<file path="src/rtl/kmeans_pkg.sv">
// Shared k-means widths, the update-controller state encoding and the
// single-lane coordinate saturation helper.
package kmeans_pkg;

  localparam int centroid_num     = 8;
  localparam int lane_num         = 7;
  localparam int accum_cord_width = 22;
  localparam int cordinate_width  = 13;
  localparam int count_width      = 10;
  localparam int accum_width      = lane_num * accum_cord_width;
  localparam int data_width       = lane_num * cordinate_width;
  localparam int idx_width        = $clog2(centroid_num);

  typedef enum logic [2:0] {
    IDLE = 3'd0,
    RD   = 3'd1,
    LD   = 3'd2,
    DIV  = 3'd3,
    WR   = 3'd4,
    DONE = 3'd5
  } state_e;

  // Largest positive coordinate; its bitwise inverse is the most negative one.
  localparam logic signed [accum_cord_width-1:0] sat_max =
    accum_cord_width'((1 << (cordinate_width - 1)) - 1);
  localparam logic signed [accum_cord_width-1:0] sat_min = ~sat_max;

  function automatic logic [cordinate_width-1:0] sat_lane(
    input logic signed [accum_cord_width-1:0] v
  );
    logic signed [accum_cord_width-1:0] r;
    if (v > sat_max)      r = sat_max;
    else if (v < sat_min) r = sat_min;
    else                  r = v;
    return r[cordinate_width-1:0];
  endfunction

endpackage

</file>
<file path="src/rtl/coord_sat_pack.sv">
// Saturates seven signed divider quotients to centroid coordinates and packs
// them into one centroid word, lane 1 in the least significant bits.
module coord_sat_pack
  import kmeans_pkg::*;
(
  input  logic [accum_width-1:0] div_result,
  output logic [data_width-1:0]  cent_word
);

  always_comb begin
    cent_word = '0;
    for (int k = 0; k < lane_num; k++) begin
      cent_word[k*cordinate_width +: cordinate_width] =
        sat_lane(div_result[k*accum_cord_width +: accum_cord_width]);
    end
  end

endmodule

</file>
<file path="src/rtl/centroid_update_ctrl.sv">
// Walks every cluster at the end of a k-means iteration: read sums/count,
// divide, saturate, write the new centroid, clear the accumulator, flag motion.
//
// Handshake: start is a single-cycle request honoured only in IDLE; busy is
// high from the next cycle through the done cycle; done is a one-cycle pulse
// and converged is valid with done and held until the next accepted start.
module centroid_update_ctrl
  import kmeans_pkg::*;
#(
  parameter int                   addrWidth = 8,
  parameter int                   div_lat   = 1,
  parameter logic [addrWidth-1:0] acc_base  = '0,
  parameter logic [addrWidth-1:0] cent_base = '0
) (
  input  logic                               clk,
  input  logic                               rst,
  input  logic                               start,
  output logic                               busy,
  output logic                               done,
  output logic                               converged,
  output logic                               acc_rd_en,
  output logic [addrWidth-1:0]               acc_rd_addr,
  input  logic [accum_width+count_width-1:0] acc_rd_data,
  output logic                               cent_rd_en,
  output logic [addrWidth-1:0]               cent_rd_addr,
  input  logic [data_width-1:0]              cent_rd_data,
  output logic [accum_width-1:0]             div_accum,
  output logic [count_width-1:0]             div_counter,
  input  logic [accum_width-1:0]             div_result,
  output logic                               cent_wr_en,
  output logic [addrWidth-1:0]               cent_wr_addr,
  output logic [data_width-1:0]              cent_wr_data,
  output logic                               acc_clr_en,
  output logic [addrWidth-1:0]               acc_clr_addr,
  output state_e                             state_dbg
);

  localparam int wait_width = (div_lat > 1) ? $clog2(div_lat + 1) : 1;
  localparam logic [idx_width-1:0] last_idx = idx_width'(centroid_num - 1);

  state_e                  state_q, state_d;
  logic [idx_width-1:0]    i_q;
  logic [wait_width-1:0]   wait_q;
  logic [data_width-1:0]   old_cent_q;
  logic [data_width-1:0]   new_word;
  logic                    changed_q;
  logic                    changed_next;
  logic                    cluster_valid;

  coord_sat_pack u_sat_pack (
    .div_result (div_result),
    .cent_word  (new_word)
  );

  // Empty clusters keep their old centroid and never count as movement.
  assign cluster_valid = (div_counter != '0);
  assign changed_next  = changed_q | (cluster_valid && (new_word != old_cent_q));
  assign state_dbg     = state_q;

  always_ff @(posedge clk) begin
    if (rst) begin
      state_q     <= IDLE;
      i_q         <= '0;
      wait_q      <= '0;
      div_accum   <= '0;
      div_counter <= '0;
      old_cent_q  <= '0;
      changed_q   <= 1'b0;
      converged   <= 1'b0;
    end else begin
      state_q <= state_d;
      case (state_q)
        IDLE: begin
          if (start) begin
            i_q       <= '0;
            changed_q <= 1'b0;
            converged <= 1'b0;
          end
        end
        LD: begin
          div_accum   <= acc_rd_data[accum_width-1:0];
          div_counter <= acc_rd_data[accum_width +: count_width];
          old_cent_q  <= cent_rd_data;
          wait_q      <= wait_width'(div_lat);
        end
        DIV: wait_q <= wait_q - wait_width'(1);
        WR: begin
          changed_q <= changed_next;
          if (i_q == last_idx) converged <= ~changed_next;
          else                 i_q       <= i_q + 1'b1;
        end
        default: ;
      endcase
    end
  end

  always_comb begin
    state_d      = state_q;
    busy         = (state_q != IDLE);
    done         = 1'b0;
    acc_rd_en    = 1'b0;
    acc_rd_addr  = '0;
    cent_rd_en   = 1'b0;
    cent_rd_addr = '0;
    cent_wr_en   = 1'b0;
    cent_wr_addr = '0;
    cent_wr_data = '0;
    acc_clr_en   = 1'b0;
    acc_clr_addr = '0;
    case (state_q)
      IDLE: if (start) state_d = RD;
      RD: begin
        acc_rd_en    = 1'b1;
        acc_rd_addr  = acc_base + addrWidth'(i_q);
        cent_rd_en   = 1'b1;
        cent_rd_addr = cent_base + addrWidth'(i_q);
        state_d      = LD;
      end
      LD: state_d = DIV;
      DIV: if (wait_q <= wait_width'(1)) state_d = WR;
      WR: begin
        acc_clr_en   = 1'b1;
        acc_clr_addr = acc_base + addrWidth'(i_q);
        if (cluster_valid) begin
          cent_wr_en   = 1'b1;
          cent_wr_addr = cent_base + addrWidth'(i_q);
          cent_wr_data = new_word;
        end
        state_d = (i_q == last_idx) ? DONE : RD;
      end
      DONE: begin
        done    = 1'b1;
        state_d = IDLE;
      end
      default: state_d = IDLE;
    endcase
  end

endmodule
</file>
<file path="config.mk">
export PLATFORM = sky130hd
export DESIGN_NAME = centroid_update_ctrl
export DESIGN_NICKNAME = d
export VERILOG_FILES = /design/src/rtl/kmeans_pkg.sv /design/src/rtl/coord_sat_pack.sv /design/src/rtl/centroid_update_ctrl.sv
export SDC_FILE = /design/constraint.sdc
export NUM_CORES = 1
export LEC_CHECK = 0
export CAP_MARGIN = 15
export CORE_AREA = 2 2 278 280
export CTS_CLUSTER_DIAMETER = 50
export DETAILED_ROUTE_END_ITERATION = 8
export DIE_AREA = 0 0 280 282
export PLACE_DENSITY = 0.53
export SYNTH_ARGS = -nofsm -noshare
export SYNTH_HDL_FRONTEND = slang
export SYNTH_SLANG_ARGS = --single-unit
</file>
<file path="constraint.sdc">
create_clock -name clk -period 4.2 [get_ports clk]
set_clock_uncertainty 0.2 [all_clocks]
set_input_delay 0.84 -clock clk [delete_from_list [all_inputs] [get_ports clk]]
set_output_delay 0.84 -clock clk [all_outputs]
set_load 0.01 [all_outputs]
</file>
==> impl_results.html <==
<table>
<tr><th>Metric</th><th>Value</th></tr>
<tr><th colspan="2">Clocking</th></tr>
<tr><td>H-tree levels</td><td>2</td></tr>
<tr><td>Buffer type at the clock tree root</td><td>clkbuf_16</td></tr>
<tr><td>Clock insertion delay at the later pin of the skew report</td><td>570 ps</td></tr>
<tr><td>CTS tree</td><td>built</td></tr>
<tr><td>Clock sink count</td><td>263</td></tr>
<tr><td>Clock transition at the registers of the reported paths</td><td>50 ps</td></tr>
<tr><td>Total clock buffers created by CTS</td><td>47</td></tr>
<tr><td>Maximum buffer depth of the clock tree</td><td>3</td></tr>
<tr><td>Hold bufs inserted after CTS</td><td>0</td></tr>
<tr><th colspan="2">Worst hold path</th></tr>
<tr><td>Hold worst-path end</td><td>div_accum[36]</td></tr>
<tr><td>WHS Path Cells</td><td>2</td></tr>
<tr><td>Worst hold-check path type</td><td>reg -&gt; reg</td></tr>
<tr><td>Origin of the worst min-delay path</td><td>div_accum[36]</td></tr>
<tr><th colspan="2">Synth</th></tr>
<tr><td>Number of synthesized register bits</td><td>263</td></tr>
<tr><td>Proportion of netlist area held by the largest area contributor</td><td>0.397</td></tr>
<tr><td>Fraction of registers with async set/reset</td><td>0</td></tr>
<tr><td>Sequential-to-total area share from yosys stat</td><td>0.397</td></tr>
<tr><td>Post-synth EDFFs</td><td>0</td></tr>
<tr><td>Synthesis Warnings</td><td>0</td></tr>
<tr><td>Top_reg_cell synth</td><td>dfxtp_1</td></tr>
<tr><td>Number of distinct library cells after synthesis</td><td>76</td></tr>
<tr><td>Cell types with the largest area share after synthesis</td><td>dfxtp_1, nand2_1, a21oi_1</td></tr>
<tr><td>Post-Syn Area per Cell</td><td>7.11 sq um</td></tr>
<tr><td>Post-Synthesis Cell Area</td><td>13,200 sq um</td></tr>
<tr><td>Dominant cell type by area after synthesis</td><td>dfxtp_1</td></tr>
<tr><td>Cell count after synthesis</td><td>1,862</td></tr>
<tr><th colspan="2">Setup path</th></tr>
<tr><td>Slowest CP cell</td><td>clkdlybuf4s50_1</td></tr>
<tr><td>Required time worst endpoint</td><td>3160 ps</td></tr>
<tr><td>Critical-path cell list</td><td>clkdlybuf4s50_1 &gt; nor4_4 &gt; buf_4 &gt; nand3_1 &gt; nor2_1 &gt; nor2_1 &gt; a21oi_1 &gt; nor2_1 &gt; clkdlybuf4s50_1</td></tr>
<tr><td>Timing startpoint of the critical path</td><td>div_result[148]</td></tr>
<tr><td>Critical path class</td><td>in -&gt; out</td></tr>
<tr><td>Cell mode on critical path</td><td>nor2_1</td></tr>
<tr><td>Setup slack, reg-to-reg</td><td>850 ps</td></tr>
<tr><td>Data arrival time at the worst-slack endpoint</td><td>3090 ps</td></tr>
<tr><td>Endpoint of the worst register-to-register path</td><td>converged</td></tr>
<tr><td>R2R Path Start</td><td>old_cent_q[38]</td></tr>
<tr><td>Logic depth of the worst register-to-register path</td><td>9</td></tr>
<tr><td>Setup crit end kind</td><td>output port</td></tr>
<tr><td>Type of element launching the critical path</td><td>input port</td></tr>
<tr><td>Crit path largest cell delay</td><td>560 ps</td></tr>
<tr><td>Maximum fanout along the worst path</td><td>6</td></tr>
<tr><th colspan="2">Power</th></tr>
<tr><td>Portion of total power attributed to sequential cells</td><td>0.331</td></tr>
<tr><td>Power per Cell Area</td><td>355 nW/um^2</td></tr>
<tr><td>Cell internal power dissipation</td><td>0.00604 W</td></tr>
<tr><td>Reported leakage power</td><td>9.03 nW</td></tr>
<tr><td>Clock share of power</td><td>0.460</td></tr>
<tr><td>Gate power share</td><td>0.209</td></tr>
<tr><td>Switching power summed over all nets</td><td>0.00239 W</td></tr>
<tr><td>Sw frac</td><td>0.283</td></tr>
<tr><td>Highest ir drop seen on vdd</td><td>0.273 mV</td></tr>
<tr><td>Post-route total power</td><td>0.00843 W</td></tr>
<tr><th colspan="2">STA</th></tr>
<tr><td>Final clock period utilization by the worst path</td><td>0.982</td></tr>
<tr><td>Worst slew margin</td><td>0.357</td></tr>
<tr><td>Achievable Freq</td><td>0.242 GHz</td></tr>
<tr><td>Transition time at the pin with the least slew margin</td><td>964 ps</td></tr>
<tr><td>Tmin final</td><td>4130 ps</td></tr>
<tr><td>Unrepaired setup endpoints after global routing</td><td>false</td></tr>
<tr><td>Final hold violation count</td><td>0</td></tr>
<tr><td>Pins over their slew limit</td><td>0</td></tr>
<tr><td>Final setup fails</td><td>0</td></tr>
<tr><td>Setup tns final</td><td>0 ps</td></tr>
<tr><td>Smallest hold slack</td><td>251 ps</td></tr>
<tr><th colspan="2">Global route</th></tr>
<tr><td>Overall global routing resource usage</td><td>0.170</td></tr>
<tr><td>Maximum number of pins on one net before global-route repair</td><td>197</td></tr>
<tr><td>Via count of the first global-routing pass</td><td>15,400</td></tr>
<tr><td>Total global routing overflow</td><td>0</td></tr>
<tr><td>Wire length of the first global-routing pass</td><td>100,000 um</td></tr>
<tr><td>Initial antenna violation count</td><td>18</td></tr>
<tr><th colspan="2">Floorplanning</th></tr>
<tr><td>Area of the core</td><td>75,700 sq um</td></tr>
<tr><td>Number of placed I/O pins</td><td>709</td></tr>
<tr><td>Floorplan die width</td><td>280 um</td></tr>
<tr><td>DIE AREA</td><td>79,000 sq um</td></tr>
<tr><td>Number of rows created at floorplan</td><td>101</td></tr>
<tr><td>Starting Density</td><td>0.175</td></tr>
<tr><td>Vert. Die Dim</td><td>282 um</td></tr>
<tr><th colspan="2">Detailed routing</th></tr>
<tr><td>Vias per inst</td><td>4.37</td></tr>
<tr><td>Total wire length</td><td>71,200 um</td></tr>
<tr><td>Number of routed nets with antenna violations</td><td>0</td></tr>
<tr><td>Initial DRC Count</td><td>806</td></tr>
<tr><td>DRC violations left</td><td>0</td></tr>
<tr><td>Number of iterations in the first detailed-routing pass</td><td>5</td></tr>
<tr><td>Wire per inst</td><td>19.6 um</td></tr>
<tr><td>Via count of the routed design</td><td>15,900</td></tr>
<tr><th colspan="2">Place</th></tr>
<tr><td>Routability congestion estimate</td><td>0.855</td></tr>
<tr><td>Placed instance count</td><td>3,542</td></tr>
<tr><td>Total cell area at the placement stage</td><td>22,000 sq um</td></tr>
<tr><td>Count of buffers inserted at the top-level ports</td><td>688</td></tr>
<tr><td>Placed wire-length estimate</td><td>55,800 um</td></tr>
<tr><th colspan="2">Layout</th></tr>
<tr><td>Area growth from synthesis to layout</td><td>79.1%</td></tr>
<tr><td>Share of cells above drive strength 1</td><td>0.0973</td></tr>
<tr><td>Net total in the final layout</td><td>3,031</td></tr>
<tr><td>Post-layout instance count excluding filler cells</td><td>3,632</td></tr>
<tr><td>Final design area excluding fillers</td><td>23,700 sq um</td></tr>
<tr><th colspan="2">Run</th></tr>
<tr><td>Max Cap Violations</td><td>0</td></tr>
<tr><th colspan="2">Outcome</th></tr>
<tr><td>Status</td><td>completed</td></tr>
</table>
layout make-up:
type | count | area, sq um
Timing Repair Buffer | 831 | 8100
Inverter | 38 | 144
Clock inverter | 24 | 282
Tap cell | 978 | 1220
Clock buffer | 59 | 1290
Antenna cell | 3 | 7.51
Sequential cell | 263 | 5270
Multi-Input combinational cell | 1436 | 7410
Fill cell | 8214 | 52000
synthesized netlist by cell type (all sizes together) (4+ instances only):
cell type	number
a2111oi	5
a211oi	4
a21o	10
a21oi	296
a22oi	5
a2bb2oi	4
a31oi	9
a41oi	21
and2	17
and3	7
buf	27
clkbuf	117
dfxtp	263
inv	37
nand2	552
nand2b	14
nand3	29
nand3b	4
nand4	14
nand4b	5
nor2	185
nor3	22
nor3b	5
nor4	26
nor4b	8
nor4bb	4
o211ai	13
o21a	6
o21ai	14
o22ai	17
o311ai	4
o31a	10
o31ai	12
o32a	7
o41ai	5
or4	6
or4b	4
xnor2	34
xor2	7
cells in the final DEF, fill, tap and decap left out, types with 8 or more instances in the layout:
master	instances
a41oi_1	21
buf_12	10
conb_1	20
nor4b_1	8
nor2_1	183
buf_4	128
inv_1	37
a21oi_1	295
nor3_1	18
a21o_1	10
o22ai_1	17
and2_1	17
o31a_1	10
nand2_1	549
dlymetal6s2s_1	21
dlygate4sd2_1	52
clkinv_2	9
nor4_1	18
xnor2_1	34
nand3_1	29
clkbuf_16	49
nand2b_1	13
dfxtp_1	263
o21ai_0	9
o211ai_1	13
clkdlybuf4s50_1	614
nand4_1	14
flip-flops by register name, indices dropped and copies added, names as in the netlist:
signal / flops
old_cent_q: 91
div_counter: 10
changed_q: 1
state_dbg: 3
i_q: 3
converged: 1
div_accum: 154
worst max-delay path: cells and delay by family:
| kind | cells | cell delay [ps] |
|---|---|---|
| compound gates | 1 | 170 |
| simple gates | 5 | 840 |
| buf+inv | 3 | 1230 |
how the worst max path moves through the flow:
stage	cells after the start	slack (ps)	end
finish	9	70	cent_wr_data[86]
global route	9	2	cent_wr_data[86]
CTS	9	-10	cent_wr_data[90]
detailed placement	10	-450	converged
global placement	10	-350	changed_q
floorplan	9	850	changed_q
layer usage:
| metal | track usage | wire length [um] |
|---|---|---|
| met3 | 0.0587 | 6130 |
| met5 | 0 | 89 |
| met4 | 0.0517 | 1960 |
| met2 | 0.296 | 34400 |
| met1 | 0.195 | 28600 |
power groups by stage:
stage | clock network (W) | registers (W) | logic, W
6_report | 0.00388 | 0.00279 | 0.00177
5_1_grt | 0.00410 | 0.00281 | 0.00192
3_5_place_dp | 0 | 0.00284 | 0.00177
4_1_cts | 0.00400 | 0.00279 | 0.00179
2_1_floorplan | 0 | 0.00286 | 0.000669
3_3_place_gp | 0 | 0.00283 | 0.00177
kinds of logic (layout without fill, tap and decap cells):
logic type | after synthesis | count (layout) | share of synthesized area
AND/OR/NAND/NOR | 916 | 916 | 0.305
AO/OA/AOI/OAI | 456 | 456 | 0.209
multiplexers | 1 | 1 | 0.000850
buffers and inverters | 182 | 952 | 0.0586
other | 1 | 23 | 0.000283
adder cells (fa/ha/maj) | 2 | 2 | 0.00189
flip-flops | 263 | 263 | 0.397
XOR/XNOR | 41 | 41 | 0.0271
repair_timing:
action / 4_1_cts / 5_1_grt
pin swaps: 0 / 1
cloned: 1 / 0
endpoints found under the setup margin: 94 / 28
buffers inserted: 1 / 2
resized for setup: 73 / 24
stage by stage:
step	setup slack [ps]	utilization
4_1_cts	-10.2	0.312
3_5_place_dp	-447	0.291
5_1_grt	2.02	0.313
3_3_place_gp	-347	0.291
2_1_floorplan	846	-
6_report	74.9	0.313
Note: power is estimated with default switching activity, not from simulation.
